**src/rtl/bit_serial_alu_seq.sv**
```systemverilog
// bit_serial_alu_seq: feeds a 1-bit ALU slice LSB first and assembles its result and final carry
module bit_serial_alu_seq #(
  parameter int WIDTH = 8
) (
  input  logic             clk,
  input  logic             reset_n,
  input  logic             start,
  input  logic [1:0]       mode,
  input  logic [1:0]       sel,
  input  logic [WIDTH-1:0] a,
  input  logic [WIDTH-1:0] b,
  output logic             busy,
  output logic             done,
  output logic [WIDTH-1:0] result,
  output logic             carry_out,
  output logic [1:0]       slice_mode,
  output logic             slice_ain,
  output logic             slice_bin,
  output logic             slice_cin,
  input  logic [3:0]       slice_result,
  input  logic [3:0]       slice_cout
);
  localparam int IW = $clog2(WIDTH);
  typedef enum logic [1:0] {S_IDLE, S_SHIFT, S_DONE} state_t;
  state_t state, state_nxt;
  logic [WIDTH-1:0] opa, opb;
  logic [1:0] m, s;
  logic [IW-1:0] idx;
  logic carry, last, cout_sel;
  assign last = (state == S_SHIFT) && (idx == IW'(WIDTH - 1));
  assign cout_sel = (|m) & slice_cout[s];
  // state register
  always_ff @(posedge clk or negedge reset_n)
    if (!reset_n) state <= S_IDLE;
    else state <= state_nxt;
  // next-state: accept in IDLE, shift WIDTH bits, one DONE cycle
  always_comb
    state_nxt = (state == S_IDLE) ? (start ? S_SHIFT : S_IDLE) :
                (state == S_SHIFT) ? (last ? S_DONE : S_SHIFT) : S_IDLE;
  // outputs: slice inputs are only driven while shifting
  always_comb begin
    busy = (state == S_SHIFT);
    done = (state == S_DONE);
    slice_mode = m;
    slice_ain = busy & opa[idx];
    slice_bin = busy & opb[idx];
    slice_cin = busy & carry;
  end
  // operand latch, bit index, running carry and result shifter
  always_ff @(posedge clk or negedge reset_n)
    if (!reset_n) begin
      opa <= '0;
      opb <= '0;
      m <= '0;
      s <= '0;
      idx <= '0;
      carry <= 1'b0;
      result <= '0;
      carry_out <= 1'b0;
    end else if (state == S_IDLE && start) begin
      opa <= a;
      opb <= b;
      m <= (mode == 2'd3) ? 2'd2 : mode;
      s <= sel;
      idx <= '0;
      carry <= mode[1];
    end else if (busy) begin
      result <= {slice_result[s], result[WIDTH-1:1]};
      carry <= cout_sel;
      if (last) carry_out <= cout_sel;
      else idx <= idx + 1'b1;
    end
endmodule

```
**config.mk**
```make
export PLATFORM = sky130hd
export DESIGN_NAME = bit_serial_alu_seq
export DESIGN_NICKNAME = d
export VERILOG_FILES = /design/src/rtl/bit_serial_alu_seq.sv
export SDC_FILE = /design/constraint.sdc
export NUM_CORES = 1
export LEC_CHECK = 0
export ABC_AREA = 1
export CAP_MARGIN = 20
export CORE_MARGIN = 5
export CORE_UTILIZATION = 35
export CTS_BUF_LIST = sky130_fd_sc_hd__clkbuf_4 sky130_fd_sc_hd__clkbuf_8
export DETAILED_ROUTE_END_ITERATION = 8
export PLACE_DENSITY_LB_ADDON = 0.25
export SLEW_MARGIN = 20
export SYNTH_ARGS = -nofsm -noshare
export SYNTH_HDL_FRONTEND = slang
export SYNTH_SLANG_ARGS = --single-unit
```
**constraint.sdc**
```tcl
create_clock -name clk -period 1.4 [get_ports clk]
set_input_delay 0.21 -clock clk [delete_from_list [all_inputs] [get_ports clk]]
set_output_delay 0.21 -clock clk [all_outputs]
set_load 0.01 [all_outputs]
```
# After elaboration in Yosys (flattened, before gate mapping)
# Index checks and enable logic that the tools add are counted.
[classes]
bitwise = 5
n_eq_ne = 5
mux = 18
n_addsub = 1
order_cmp = 2
n_reduce_logical = 8
[ops]
columns = ["op", "count"]
rows = [
  ["$mux W3", 3],
  ["$mux W2", 4],
  ["$mux W1", 7],
  ["$bmux W1 S3", 2],
  ["$and A1 B1 Y1", 4],
  ["$bmux W1 S2", 2],
  ["$eq A2 B2 Y1 const B", 2],
  ["$lt A3 B4 Y1 const B", 1],
  ["$reduce_and A2 Y1", 2],
  ["$add A3 B1 Y3 const B", 1],
  ["$eq A3 B3 Y1 const B", 1],
  ["$lt A2 B3 Y1 const B", 1],
  ["$reduce_and A3 Y1", 1],
  ["$eq A2 B1 Y1 const B", 1],
  ["$logic_and A1 B1 Y1", 2],
  ["$logic_not A2 Y1", 1],
  ["$ne A2 B1 Y1 const B", 1],
  ["$reduce_bool A2 Y1", 1],
  ["$reduce_or A2 Y1", 1],
  ["$not A1 Y1", 1],
]
[totals]
input_bits = 31
out_inout_bits = 16
reg_bits = 35

# Depth between registers and ports, before layout
[logic_depth]
word_depth = 5
depth_mapped = 7
mapped_depth_nobuf = 6

# Worst setup path before layout
# Ideal clock, no wire load.
[synth_timing]
path_kind = "reg2reg"
start = "register idx[1]"
end = "register idx[1]"
slack_ns = 0.176
arrival_time_ns = 1.147
stages_incl_launch_ff = 6
n_path_buf = 0
synth_period_minus_slack_ns = 1.224
cell_sequence = "dfrtp_1 -> ha_1 -> ha_1 -> o21ai_4 -> nand3_1 -> o21ai_1"
[synth_via]
elab_chain_len = 4
word_cells_on_any_way = 8
classes_between = "1 x add/sub; 2 x eq/ne; 3 x mux; 2 x reduce/logical"
[synth_lines]
columns = ["element", "line", "text"]
rows = [
  ["start, declared", "28", "logic [IW-1:0] idx;"],
  ["start signal, assigned", "71", "else idx <= idx + 1'b1;"],
  ["$add A3 B1 Y3 or $eq A3 B3 Y1 (tied branches)", "71, 30", ""],
  ["$mux W3 or $logic_and A1 B1 Y1 (tied branches)", "70, 30", ""],
  ["$mux W3 or $ne A2 B1 Y1 (tied branches)", "-", ""],
  ["$mux W3 or $reduce_and A2 Y1 (tied branches)", "-", ""],
]
# Several ways; a longest one is shown, not always the timed one. The select of a mux whose other input is x is not followed.
# A chain may end at the register's enable or synchronous reset.

# Final worst setup path
[layout_timing]
start = "register idx[0]"
end = "register idx[0]"
# The elaborated chain is that of the path after synthesis.

==> flow_metrics.env <==
export IMPL_io_pins=47
export IMPL_cts_root_buf="clkbuf_8"
export IMPL_num_antenna_cells=0
export IMPL_layout_drive_gt1_share_pct=23.9
export IMPL_vias_per_cell=4.66
export IMPL_totalWireLength_mm=4.23
export IMPL_synth_cells=204
export IMPL_wl_met3_um=257
export IMPL_worst_pin_slew_ps=295
export IMPL_drt_pass1_iter_count=4
export IMPL_drv_cap=0
export IMPL_pre_cts_ws_ps=-319
export IMPL_route_detailed_drc=0
export IMPL_min_period_ps=1670
export IMPL_highest_layer="met4"
export IMPL_clockPowerShare_pct=12.9
export IMPL_clk_latency_ps=280
export IMPL_synthesis_nets=237
export IMPL_crit_buf_inv=2
export IMPL_portBuffers=46
export IMPL_r2r_end="idx[0]$_DFFE_PN0P_"
export IMPL_n_fill_cell=396
export IMPL_ff2ff_path_depth=7
export IMPL_cp_end_kind="flip-flop"
export IMPL_cts_buffers=5
export IMPL_cts_max_path_buffers=2
export IMPL_tritoncts="yes"
export IMPL_ys_async_sr_fraction_pct=100
export IMPL_yosys_cell_count_top_type="nand2_1"
export IMPL_power_frac_comb_pct=52.1
export IMPL_status="finished, violations left"
export IMPL_min_period_over_period_pct=119
export IMPL_fin_nets=310
export IMPL_power_density_nw_per_um2=2110
export IMPL_vias=1528
export IMPL_max_stage_delay_ps=470
export IMPL_setup_ws_ps=-268
export IMPL_multi_input_area_um2=709
export IMPL_critical_path_class="reg -> reg"
export IMPL_synth_distinct_cells=19
export IMPL_irDropWorstVdd_mv=0.903
export IMPL_grt_max_degree=36
export IMPL_ant_nets=0
export IMPL_netSwitchingFraction_pct=39.6
export IMPL_grt_pass1_vias=1506
export IMPL_yosys_most_used_dff="dfrtp_1"
export IMPL_p_seq_share_pct=35.0
export IMPL_synth_edf_count=0
export IMPL_setup_tns_ps=-1700
export IMPL_cts_hold_fix_buffers=0
export IMPL_core_area_um2=4440
export IMPL_total_leakage_power_nw=1.32
export IMPL_num_rows=24
export IMPL_regArea_um2=878
export IMPL_power_switching_mw=2.11
export IMPL_post_dp_hpwl_mm=2.72
export IMPL_synth_yosys_seq_area_share_pct=53.7
export IMPL_met2WireLength_mm=2.24
export IMPL_synth_top_area_share_pct=53.7
export IMPL_path_clk_slew_ps=60
export IMPL_syn_area_um2=1630
export IMPL_drt_iter0_drc=53
export IMPL_fmaxAchievable_mhz=599
export IMPL_grt_overflow=0
export IMPL_wl_met1_mm=1.70
export IMPL_slew_violations=0
export IMPL_clock_sinks=35
export IMPL_r2r_start="idx[0]$_DFFE_PN0P_"
export IMPL_dpl_cell_count=310
export IMPL_ys_seq_elements=35
export IMPL_timing_reg2reg_setup_slack_ps=-270
export IMPL_cpLargestDelayFamily="flip-flops"
export IMPL_start_util_pct=36.7
export IMPL_finalSetupViolCount=8
export IMPL_slew_headroom_pct=80.2
export IMPL_wire_per_inst_um=12.9
export IMPL_fp_dieH_um=78.3
export IMPL_slowest_stage="dfrtp_2"
export IMPL_crit_path_max_fanout=7
export IMPL_layoutNonFillerInstCount=328
export IMPL_hold_viol=0
export IMPL_die_area_um2=6120
export IMPL_violations="negative setup slack"
export IMPL_required_ps=1610
export IMPL_cts_htree_levels=2
export IMPL_internal_power_mw=3.21
export IMPL_cp_cell_sequence="buf_6, buf_4, ha_2, ha_4, o21ai_4, nand3_1, o21ai_1"
export IMPL_finalPower_mw=5.32
export IMPL_start_kind="flip-flop"
export IMPL_worstHoldPathType="in -> async"
export IMPL_arrival_ps=1870
export IMPL_grt_usage_pct=14.1
export IMPL_grt_pass1_wl_mm=6.82
export IMPL_yosys_warnings=0
export IMPL_synth_top_area_cell="dfrtp_1"
export IMPL_antenna_found_initial=0
export IMPL_die_w_um=78.3
export IMPL_rsz0062_at_grt="true"
export IMPL_syn_area_per_cell_um2=7.99
export IMPL_yosys_top_cells_area="dfrtp_1 (54%), nand2_1 (17%), nor2_1 (4.4%), o21ai_0 (4.3%), o21ai_1 (4.3%)"
export IMPL_skew_ps=2.11
export IMPL_finalWeightedCongestion=0.890
export IMPL_area_growth_pct=54.9
export IMPL_netlist_top_cells_count="nand2_1 (74), dfrtp_1 (35), nor2_1 (19), inv_1 (16)"
-- kinds of logic (layout without fill, tap and decap cells) --
group | after synthesis | in the layout | synth area share (%)
adder cells (fa/ha/maj) | 2 | 2 | 1.53
buffers and inverters | 28 | 99 | 7.67
AND/OR/NAND/NOR | 107 | 108 | 26.3
flip-flops | 35 | 35 | 53.7
AO/OA/AOI/OAI | 32 | 32 | 10.7
-- registers in the layout, summed over array words and instances, names as in the netlist --
name / flops
idx: 3
carry: 1
carry_out: 1
result: 8
s: 2
opb: 8
state: 2
opa: 8
slice_mode: 2
-- layer usage --
layer / up-vias / global-route usage [%]
met4: 0 / 3.67
met3: 5 / 4.23
met1: 704 / 16.3
li1: 783 / -
met5: - / 0
met2: 36 / 25.3
-- what timing repair did --
item | 4_1_cts | 5_1_grt
cloned | 1 | 2
gates resized for setup | 46 | 22
endpoints found under the setup margin | 15 | 18
endpoints found under the hold margin | 0 | 0
setup buffers | 6 | 3
pin swaps | 13 | 8
-- power groups by stage --
stage,Clock [mW],Sequential (mW),Combinational [mW]
final,0.684,1.86,2.77
after global routing,0.746,1.93,3.09
after CTS,0.703,1.83,2.54
after detailed placement,0,1.82,2.33
after global placement,0,1.82,2.28
after floorplan,0,1.79,1.30
-- stage by stage --
stage / utilization [%] / instance area (um^2) / hold WS [ps]
finish: 56.8 / 2520 / 295
global route: 56.8 / 2520 / 330
global placement: 50.6 / 2250 / 466
CTS: 54.2 / 2410 / 302
floorplan: - / 1630 / -85.6
detailed placement: 50.6 / 2250 / 466
-- worst max path at each step --
stage                  startpoint                 end  slack [ps]  cells after the start
6_report       idx[0]$_DFFE_PN0P_  idx[0]$_DFFE_PN0P_        -270                      7
5_1_grt        idx[0]$_DFFE_PN0P_           slice_bin        -320                      8
4_1_cts        idx[0]$_DFFE_PN0P_           slice_bin        -210                      8
3_5_place_dp   idx[0]$_DFFE_PN0P_           slice_ain        -320                      6
3_3_place_gp   idx[0]$_DFFE_PN0P_           slice_ain        -300                      6
2_1_floorplan  idx[1]$_DFFE_PN0P_  idx[1]$_DFFE_PN0P_         180                      5
-- placed cells by master, fill, tap and decap left out --
cell type,Yosys,layout
buf_12,0,2
ha_2,0,1
a21oi_2,1,1
o21ai_0,14,8
dfrtp_2,0,2
nand3_2,0,2
dfrtp_1,35,33
or2_2,1,1
nand2_4,1,2
inv_8,0,1
nor2_1,19,16
inv_1,16,14
clkdlybuf4s50_1,0,30
clkbuf_8,0,5
inv_4,0,2
dlygate4sd2_1,0,5
buf_6,1,7
nor2_4,0,3
nand3_1,10,8
clkbuf_16,0,1
nand2_1,74,73
clkbuf_4,0,1
nand2_2,1,2
dlymetal6s2s_1,0,6
inv_2,5,5
ha_4,0,1
o21ai_4,1,1
nor2_2,1,1
clkbuf_2,0,2
buf_4,2,15
o21ai_1,14,15
buf_2,4,3
o21ai_2,0,5
a21oi_1,2,2
-- worst register-to-register path, cell delays in order, from the launching register on --
cell     delay (ps)
dfrtp_2         470
buf_6           150
buf_4           130
ha_2            190
ha_4            170
o21ai_4         280
nand3_1         110
o21ai_1          90
-- cell type report --
class | count | share of cell area (%)
Tap cell | 52 | 2.58
Inverter | 21 | 3.52
Timing Repair inverter | 1 | 0.248
Sequential cell | 35 | 34.8
Multi-Input combinational cell | 142 | 28.1
Timing Repair Buffer | 71 | 27.8
Clock buffer | 6 | 3.02
Note: power is estimated with default switching activity, not from simulation.
